--- src/rtl/ldstr_mem_scheduler_if.sv ---
// Handshake/bus bundle between dispatch, the load/store buffer, dmem and the
// ldstr_mem_scheduler; the scheduler uses the slave modport.
interface ldstr_mem_scheduler_if #(
   parameter int N     = 8,
   parameter int IDX_W = 3
);
   logic             flush;
   logic             alloc;
   logic             alloc_is_store;
   logic [IDX_W-1:0] alloc_idx;
   logic             full;
   logic [N-1:0]     ready_vec;
   logic             store_commit;
   logic [IDX_W-1:0] sel_idx;
   logic             mem_go;
   logic             dmem_resp;
   logic             cdb_valid;
   logic             slot_release;
   logic [IDX_W:0]   count;

   modport master (
      output flush, alloc, alloc_is_store, ready_vec, store_commit, dmem_resp,
      input  alloc_idx, full, sel_idx, mem_go, cdb_valid, slot_release, count
   );

   modport slave (
      input  flush, alloc, alloc_is_store, ready_vec, store_commit, dmem_resp,
      output alloc_idx, full, sel_idx, mem_go, cdb_valid, slot_release, count
   );
endinterface

--- src/rtl/ldstr_mem_scheduler.sv ---
// In-order issue/complete sequencer for the 8-entry load/store reservation buffer.
// Optional macro LDSTR_STORE_COMMIT_EN holds a head store until the ROB commits it.
module ldstr_mem_scheduler #(
   parameter int N     = 8,
   parameter int IDX_W = 3
) (
   input  logic                 clk,
   input  logic                 reset,
   ldstr_mem_scheduler_if.slave bus
);
   localparam logic [1:0] IDLE   = 2'd0;
   localparam logic [1:0] ACCESS = 2'd1;
   localparam logic [1:0] DONE   = 2'd2;
   localparam logic [1:0] DRAIN  = 2'd3;

   logic [1:0]       state_r;
   logic [1:0]       state_next_s;
   logic [IDX_W-1:0] head_r;
   logic [IDX_W-1:0] tail_r;
   logic [IDX_W:0]   count_r;
   logic [N-1:0]     is_store_r;
   logic             full_s;
   logic             accept_s;
   logic             release_s;
   logic             store_ok_s;
   logic             issue_s;

`ifdef LDSTR_STORE_COMMIT_EN
   assign store_ok_s = !is_store_r[head_r] | bus.store_commit;
`else
   assign store_ok_s = 1'b1;
`endif

   assign full_s    = (count_r == (IDX_W+1)'(N)) | (state_r == DRAIN);
   assign accept_s  = bus.alloc & !full_s & !bus.flush;
   assign release_s = (state_r == DONE) & !bus.flush;
   // Only the head slot is considered, so memory order always equals program order.
   assign issue_s   = (count_r != {(IDX_W+1){1'b0}}) & bus.ready_vec[head_r] & store_ok_s;

   // Next-state logic; a flush during an access must still wait out the memory reply.
   always_comb begin
      state_next_s = state_r;
      case (state_r)
         IDLE: begin
            if (!bus.flush && issue_s) begin
               state_next_s = ACCESS;
            end else begin
               state_next_s = IDLE;
            end
         end
         ACCESS: begin
            if (bus.flush) begin
               state_next_s = DRAIN;
            end else if (bus.dmem_resp) begin
               state_next_s = DONE;
            end else begin
               state_next_s = ACCESS;
            end
         end
         DONE: begin
            state_next_s = IDLE;
         end
         DRAIN: begin
            if (bus.dmem_resp && !bus.flush) begin
               state_next_s = IDLE;
            end else begin
               state_next_s = DRAIN;
            end
         end
         default: begin
            state_next_s = IDLE;
         end
      endcase
   end

   // FSM state register.
   always_ff @(posedge clk or posedge reset) begin
      if (reset) begin
         state_r <= IDLE;
      end else begin
         state_r <= state_next_s;
      end
   end

   // Circular age queue: pointers, occupancy and per-slot store flag.
   always_ff @(posedge clk or posedge reset) begin
      if (reset) begin
         head_r     <= {IDX_W{1'b0}};
         tail_r     <= {IDX_W{1'b0}};
         count_r    <= {(IDX_W+1){1'b0}};
         is_store_r <= {N{1'b0}};
      end else if (bus.flush) begin
         head_r     <= {IDX_W{1'b0}};
         tail_r     <= {IDX_W{1'b0}};
         count_r    <= {(IDX_W+1){1'b0}};
         is_store_r <= {N{1'b0}};
      end else begin
         if (accept_s) begin
            is_store_r[tail_r] <= bus.alloc_is_store;
            tail_r             <= tail_r + IDX_W'(1);
         end
         if (release_s) begin
            head_r <= head_r + IDX_W'(1);
         end
         if (accept_s && !release_s) begin
            count_r <= count_r + (IDX_W+1)'(1);
         end else if (!accept_s && release_s) begin
            count_r <= count_r - (IDX_W+1)'(1);
         end else begin
            count_r <= count_r;
         end
      end
   end

   // Output decode from the state registers; completion strobes are masked by flush.
   always_comb begin
      bus.mem_go       = 1'b0;
      bus.cdb_valid    = 1'b0;
      bus.slot_release = 1'b0;
      case (state_r)
         ACCESS, DRAIN: begin
            bus.mem_go = 1'b1;
         end
         DONE: begin
            bus.slot_release = release_s;
            bus.cdb_valid    = release_s & !is_store_r[head_r];
         end
         default: begin
            bus.mem_go = 1'b0;
         end
      endcase
   end

   assign bus.full      = full_s;
   assign bus.alloc_idx = tail_r;
   assign bus.sel_idx   = head_r;
   assign bus.count     = count_r;
endmodule

--- src/flat_wrapper.sv ---
// flat-port wrapper written by rule: the top's interface ports become plain ports
module ldstr_mem_scheduler_flat 
#(
   parameter int N     = 8,
   parameter int IDX_W = 3
)
  (clk, reset, bus_flush, bus_alloc, bus_alloc_is_store, bus_ready_vec, bus_store_commit, bus_dmem_resp, bus_alloc_idx, bus_full, bus_sel_idx, bus_mem_go, bus_cdb_valid, bus_slot_release, bus_count);
  ldstr_mem_scheduler_if #(.N(N), .IDX_W(IDX_W)) bus_i ();
  input  logic clk;
  input  logic reset;
  input wire logic [$bits(bus_i.flush)-1:0] bus_flush;
  input wire logic [$bits(bus_i.alloc)-1:0] bus_alloc;
  input wire logic [$bits(bus_i.alloc_is_store)-1:0] bus_alloc_is_store;
  input wire logic [$bits(bus_i.ready_vec)-1:0] bus_ready_vec;
  input wire logic [$bits(bus_i.store_commit)-1:0] bus_store_commit;
  input wire logic [$bits(bus_i.dmem_resp)-1:0] bus_dmem_resp;
  output wire logic [$bits(bus_i.alloc_idx)-1:0] bus_alloc_idx;
  output wire logic [$bits(bus_i.full)-1:0] bus_full;
  output wire logic [$bits(bus_i.sel_idx)-1:0] bus_sel_idx;
  output wire logic [$bits(bus_i.mem_go)-1:0] bus_mem_go;
  output wire logic [$bits(bus_i.cdb_valid)-1:0] bus_cdb_valid;
  output wire logic [$bits(bus_i.slot_release)-1:0] bus_slot_release;
  output wire logic [$bits(bus_i.count)-1:0] bus_count;
  assign bus_i.flush = bus_flush;
  assign bus_i.alloc = bus_alloc;
  assign bus_i.alloc_is_store = bus_alloc_is_store;
  assign bus_i.ready_vec = bus_ready_vec;
  assign bus_i.store_commit = bus_store_commit;
  assign bus_i.dmem_resp = bus_dmem_resp;
  assign bus_alloc_idx = bus_i.alloc_idx;
  assign bus_full = bus_i.full;
  assign bus_sel_idx = bus_i.sel_idx;
  assign bus_mem_go = bus_i.mem_go;
  assign bus_cdb_valid = bus_i.cdb_valid;
  assign bus_slot_release = bus_i.slot_release;
  assign bus_count = bus_i.count;
  ldstr_mem_scheduler #(.N(N), .IDX_W(IDX_W)) u_core (.clk(clk), .reset(reset), .bus(bus_i));
endmodule
--- config.mk ---
export PLATFORM = sky130hd
export DESIGN_NAME = ldstr_mem_scheduler_flat
export DESIGN_NICKNAME = d
export VERILOG_FILES = /design/src/rtl/ldstr_mem_scheduler_if.sv /design/src/rtl/ldstr_mem_scheduler.sv /design/src/flat_wrapper.sv
export SDC_FILE = /design/constraint.sdc
export NUM_CORES = 1
export LEC_CHECK = 0
export CORE_MARGIN = 3
export CORE_UTILIZATION = 52
export CTS_BUF_LIST = sky130_fd_sc_hd__clkbuf_8
export DETAILED_ROUTE_END_ITERATION = 16
export PLACE_DENSITY = 0.82
export REMOVE_ABC_BUFFERS = 1
export SYNTH_ARGS = -nofsm -noshare
export SYNTH_HDL_FRONTEND = slang
export SYNTH_SLANG_ARGS = --single-unit
--- constraint.sdc ---
create_clock -name clk -period 2.8 [get_ports clk]
set_clock_uncertainty 0.1 [all_clocks]
set_input_delay 0.42 -clock clk [delete_from_list [all_inputs] [get_ports clk]]
set_output_delay 0.42 -clock clk [all_outputs]
set_load 0.01 [all_outputs]
### Yosys cells after proc, flatten, opt, wreduce, memory -nomap -nowiden

Index checks and enable logic that the tools add are counted.

| storage, ports and cells | value |
|---|---|
| bits in registers | 20 |
| input port bits | 15 |
| output and inout port bits | 14 |
| logic and storage cells | 62 |

| cells by class | value |
|---|---|
| $add $sub $neg | 4 |
| $lt $le $gt $ge | 3 |
| eq/ne operators | 4 |
| multiplexer cells | 24 |
| bitwise logic cells | 6 |
| reductions and logical operators | 16 |

Operators with widths:

| operator | number |
|---|---|
| 8-bit two-way mux | 2 |
| 3-bit two-way mux | 4 |
| 4-bit two-way mux | 3 |
| 8-bit bitwise mux | 1 |
| 3-bit by 4-bit less-than comparator with 1-bit output, second input constant | 2 |
| 2-bit one-hot mux with 4 select lines | 1 |
| 1-bit two-way mux | 7 |
| 3-bit by 1-bit adder with 3-bit output, second input constant | 2 |
| 1-bit binary-select mux with 3-bit select | 2 |
| 2-bit two-way mux | 3 |
| 1-bit bitwise AND | 5 |
| 1-bit logical AND | 5 |
| 1-bit zero test | 5 |
| 4-bit by 1-bit adder with 4-bit output, second input constant | 1 |
| 2-bit equality test, second input constant | 2 |
| 4-bit equality test, second input constant | 1 |
| 2-bit nonzero test | 2 |
| 4-bit nonzero test | 1 |
| 4-bit by 1-bit subtractor with 4-bit output, second input constant | 1 |
| 1-bit demux with 3-bit select | 1 |
| 3-bit by 1-bit >= comparator with 1-bit output, second input constant | 1 |
| 3-bit nonzero test | 1 |
| 2-bit by 1-bit equality test with 1-bit output, second input constant | 1 |
| 2-bit zero test | 1 |
| other kinds (2) | 2 |

### Depth between registers and ports, before layout

| depth | value |
|---|---|
| word-level depth | 10 |
| mapped depth | 9 |
| gate-level depth less buffers | 8 |

### Least setup slack after synthesis

Ideal clock, no wire load.

| timing path | value |
|---|---|
| kind | register to register |
| start point | register u_core.count_r[0] (netlist: u_core.bus.count[0]) |
| end point | register u_core.count_r[3] (netlist: u_core.bus.count[3]) |
| library setup time | 0.136 ns |
| arrival | 2.144 ns |
| data required time | 2.564 ns |
| path slack | 0.420 ns |
| cell stages (with the launch flop) | 8 |
| buffers on the path | 0 |
| clock period less this slack | 2.380 ns |
| cell sequence | dfrtp_1 nor4b_2 or3_1 ha_1 a21o_2 a21oi_1 mux2i_1 o32ai_1 |

| on the way | value |
|---|---|
| longest elaborated chain between the ends | 8 |
| elaborated cells on any way between the ends | 14 |
| those cells by class | add/sub: 2; eq/ne: 1; mux: 3; bitwise: 3; reduce/logical: 5 |

RTL lines:

| item | line | source |
|---|---|---|
| start: declaration | ldstr_mem_scheduler.sv:20 | `logic [IDX_W:0] count_r;` |
| start signal: assignment | ldstr_mem_scheduler.sv:90 | `count_r <= {(IDX_W+1){1'b0}};` |
| start signal: assignment | ldstr_mem_scheduler.sv:95 | `count_r <= {(IDX_W+1){1'b0}};` |
| start signal: assignment | ldstr_mem_scheduler.sv:106 | `count_r <= count_r + (IDX_W+1)'(1);` |
| 4-bit equality test | ldstr_mem_scheduler.sv:34 | `assign full_s = (count_r == (IDX_W+1)'(N)) \| (state_r == DRAIN);` |
| 1-bit OR | ldstr_mem_scheduler.sv:34 |  |
| 1-bit zero test | ldstr_mem_scheduler.sv:35 | `assign accept_s = bus.alloc & !full_s & !bus.flush;` |
| 1-bit bitwise AND (2 in series) | ldstr_mem_scheduler.sv:35 |  |
| 1-bit logical AND or 1-bit zero test (tied branches) | ldstr_mem_scheduler.sv:105, ldstr_mem_scheduler.sv:107 |  |
| 4-bit two-way mux or 1-bit logical AND (tied branches) | ldstr_mem_scheduler.sv:105, ldstr_mem_scheduler.sv:107 |  |
| 4-bit two-way mux or 3-bit nonzero test (tied branches) | - |  |

Parallel ways exist; a longest one is shown, timed or not. The select of a mux whose other input is x is not followed.
A chain may end at the register's enable or synchronous reset.

### Final worst setup path

| timing path | value |
|---|---|
| start point | register u_core.count_r[0] (netlist: u_core.bus.count[0]) |
| end point | output bus_full |

| on the way | value |
|---|---|
| longest elaborated chain between the ends | 2 |

RTL lines:

| item | line | source |
|---|---|---|
| 4-bit equality test | ldstr_mem_scheduler.sv:34 |  |
| 1-bit OR | ldstr_mem_scheduler.sv:34 |  |
| end: declaration | flat_wrapper.sv:18 | `output wire logic [$bits(bus_i.full)-1:0] bus_full;` |

Every way passes these cells.

==> reports/metrics.yaml <==
drt:
  detailedRoute.firstIterationViolations: 41
  firstDrtPassIters: 4
  detail-route-antenna-nets: 0
  drt-total-wl_mm: 2.94
  vias: 1108
  avgRoutedWirePerCell_um: 15.7
  drt_drc_violations_left: 0
  drt-vias-per-instance: 5.93
power_and_ir_drop:
  p_leak_nw: 0.725
  power_mw: 1.35
  ir_drop_uv: 575
  p_per_area_nw_per_um2: 802
logic_synthesis:
  synth_top_family_by_area: "simple AND/OR/NAND/NOR gates"
  yosys_register_bits: 20
  synth-simple-area-share_pct: 23.7
  synth_compound_gate_area_share_pct: 11.0
  yosys.area_share.adder_pct: 5.30
  yosysWarningCount: 0
  synthCells: 134
  syn-cell-area_um2: 1320
  synth_enable_flop_cells: 0
  synth_xor_area_share_pct: 3.97
  post_synth_mux_area_share_pct: 12.7
  post_synth.cell_area_avg_um2: 9.87
  synth.yosys.seq_area_share_pct: 37.8
  ys_async_sr_fraction_pct: 100
  netlist-cell-type-count: 41
  ys.flop_type: "dfrtp_1"
clock_network:
  postCtsSetupRepairBufs: 0
  cts_tree: "yes"
  clock_latency_ps: 260
  hold_buffers: 0
  clkTransAtPathRegs_ps: 80
  cts_resized: 0
  tritoncts.num_buffers: 3
  h_tree_depth_reported_by_cts: 1
  clock_path_buffers: 2
  root_buffer: "clkbuf_8"
  numClockSinks: 20
grt:
  grt_util_all_layers_pct: 19.8
  overflow: 0
  globalRouteMet3Util_pct: 4.14
  grt_antenna_before_repair: 0
  grt_max_degree: 26
  grt_most_used_layer: "met2"
  first_global_vias: 1170
  globalRouteMet1Util_pct: 23.4
  grt_use_met2_pct: 34.2
  wire_length_of_the_first_global_routing_pass_mm: 5.05
floorplanning:
  site_row_count: 17
  die_height_um: 56.4
  die_w_um: 56.4
  start_util_pct: 57.0
  core_area_um2: 2320
  ios: 29
  design.die.area_um2: 3180
finish:
  multiInputGateArea_um2: 749
  fillers: 172
  drive_gt1_share_pct: 11.3
  fin_nets: 180
  final_cell_area_um2: 1690
  insertedDiodeCount: 0
  flow.area_growth_from_synthesis_pct: 27.4
  layout.area.seq_um2: 500
sta:
  worst_slew_margin_rel_pct: 49.1
  timing.final.max_slew_violations: 0
  whs_ps: 426
  max_freq_mhz: 381
  setup_tns_ps: 0
  finalSetupViolCount: 0
  fin_crit_sh_pct: 93.8
  post-route-min-period_ps: 2630
  hold_viol: 0
  unrepaired_setup_endpoints_after_global_routing: "false"
  worst_slew_pin_slew_ps: 763
setup_path:
  startpoint_type_of_the_worst_setup_path: "register"
  criticalPathCategory: "reg -> out"
  crit_required_ps: 2280
  crit_fanout: 8
  worstSetupEndpointType: "output pin"
  arrival_ps: 2110
placed_design:
  place_area_um2: 1610
  io_buffers: 27
  hpwlAfterDp_mm: 2.19
  globalplace.congestion: 0.828
flow_run:
  cap_viol_max_count: 0
status:
  run_status: "finished, final reports clean"
worst_hold_path:
  min_path_type: "reg -> reg"
-- metrics by stage --
| step | setup WS, ps | cells | util [%] |
|---|---|---|---|
| 3_3_place_gp | 201 | 183 | 69.5 |
| 3_5_place_dp | 101 | 183 | 69.5 |
| 2_1_floorplan | 425 | 124 | - |
| 6_report | 172 | 187 | 72.7 |
| 4_1_cts | 6.77 | 187 | 72.6 |
| 5_1_grt | 72.5 | 187 | 72.7 |
-- routing by layer --
layer	share of wire, %	vias up
met4	1.4	0
met5	0	-
met1	42	555
met2	53	23
li1	-	526
met3	3.2	4
-- critical path, stage by stage, from the launching register on --
cell and delay (ps):
dfrtp_1 480, or4b_1 720, nand2_1 110, clkdlybuf4s50_1 540
-- Yosys cell counts, types with 3 or more instances --
cell type   n  area (µm²)
nand2_1     8        30.0
mux4_2      3        67.6
mux2i_1    10         100
xor2_1      5        43.8
nor4_1      3        18.8
nor4b_1     3        26.3
o21ai_0     5        25.0
nor2_1     16        60.1
clkbuf_1    7        26.3
ha_1        4        50.1
inv_1       7        26.3
nand2b_1    3        18.8
nand3b_1    3        22.5
dfrtp_1    20         500
a21oi_1     4        20.0
nor2b_1     3        18.8
-- flip-flops by register name, indices dropped and copies added, names as in the netlist --
| name | cells |
|---|---|
| u_core.state_r | 2 |
| u_core.bus.sel_idx | 3 |
| u_core.bus.alloc_idx | 3 |
| u_core.is_store_r | 8 |
| u_core.bus.count | 4 |
-- worst paths after layout --
| kind | cells after the start | to | slack, ps | startpoint |
|---|---|---|---|---|
| max in group asynchronous | 2 | u_core.is_store_r[1] | 1620 | reset |
| min in group asynchronous | 2 | u_core.bus.count[2] | 500 | reset |
| worst min-delay path | 2 | u_core.is_store_r[3] | 430 | u_core.is_store_r[3] |
| worst max register to register | 7 | u_core.bus.count[3] | 420 | u_core.state_r[1] |
| worst min register to register | 2 | u_core.is_store_r[3] | 430 | u_core.is_store_r[3] |
| worst max-delay path | 3 | bus_full | 170 | u_core.bus.count[0] |
-- cell type report --
| cell class | instances | share of cell area (%) |
|---|---|---|
| timing repair buffer | 31 | 18.0 |
| inverter | 7 | 1.56 |
| clock buffer | 3 | 2.45 |
| sequential | 20 | 29.7 |
| tap | 28 | 2.08 |
| clock inverter | 1 | 1.78 |
| multi-input combinational | 97 | 44.5 |
-- layout by cell type (no fill, tap or decap), drive strengths merged, types with 2 or more instances in the layout --
cell type | synthesis | layout
inv | 7 | 7
o41ai | 2 | 2
nand2b | 3 | 3
xor2 | 5 | 5
nand3b | 3 | 3
nor4 | 3 | 3
a21oi | 5 | 5
nor4b | 4 | 4
buf | 3 | 4
nor3b | 3 | 3
nor2 | 16 | 16
dfrtp | 20 | 20
mux2i | 10 | 10
clkdlybuf4s50 | 0 | 26
nand2 | 8 | 8
nand4 | 2 | 2
nor2b | 3 | 3
ha | 4 | 4
nor3 | 2 | 2
nand3 | 2 | 2
mux4 | 3 | 3
o21ai | 5 | 5
clkbuf | 7 | 3
-- cell families after synthesis --
logic type / count (synthesis)
buffers and inverters: 17
adder cells (fa/ha/maj): 5
multiplexers: 13
flip-flops: 20
XOR/XNOR: 6
AND/OR/NAND/NOR: 54
AO/OA/AOI/OAI: 19
-- power breakdown --
part / switching [mW] / internal (mW)
clock network: 0.0976 / 0.191
registers: 0.105 / 0.346
logic: 0.289 / 0.323
Note: power is estimated with default switching activity, not from simulation.
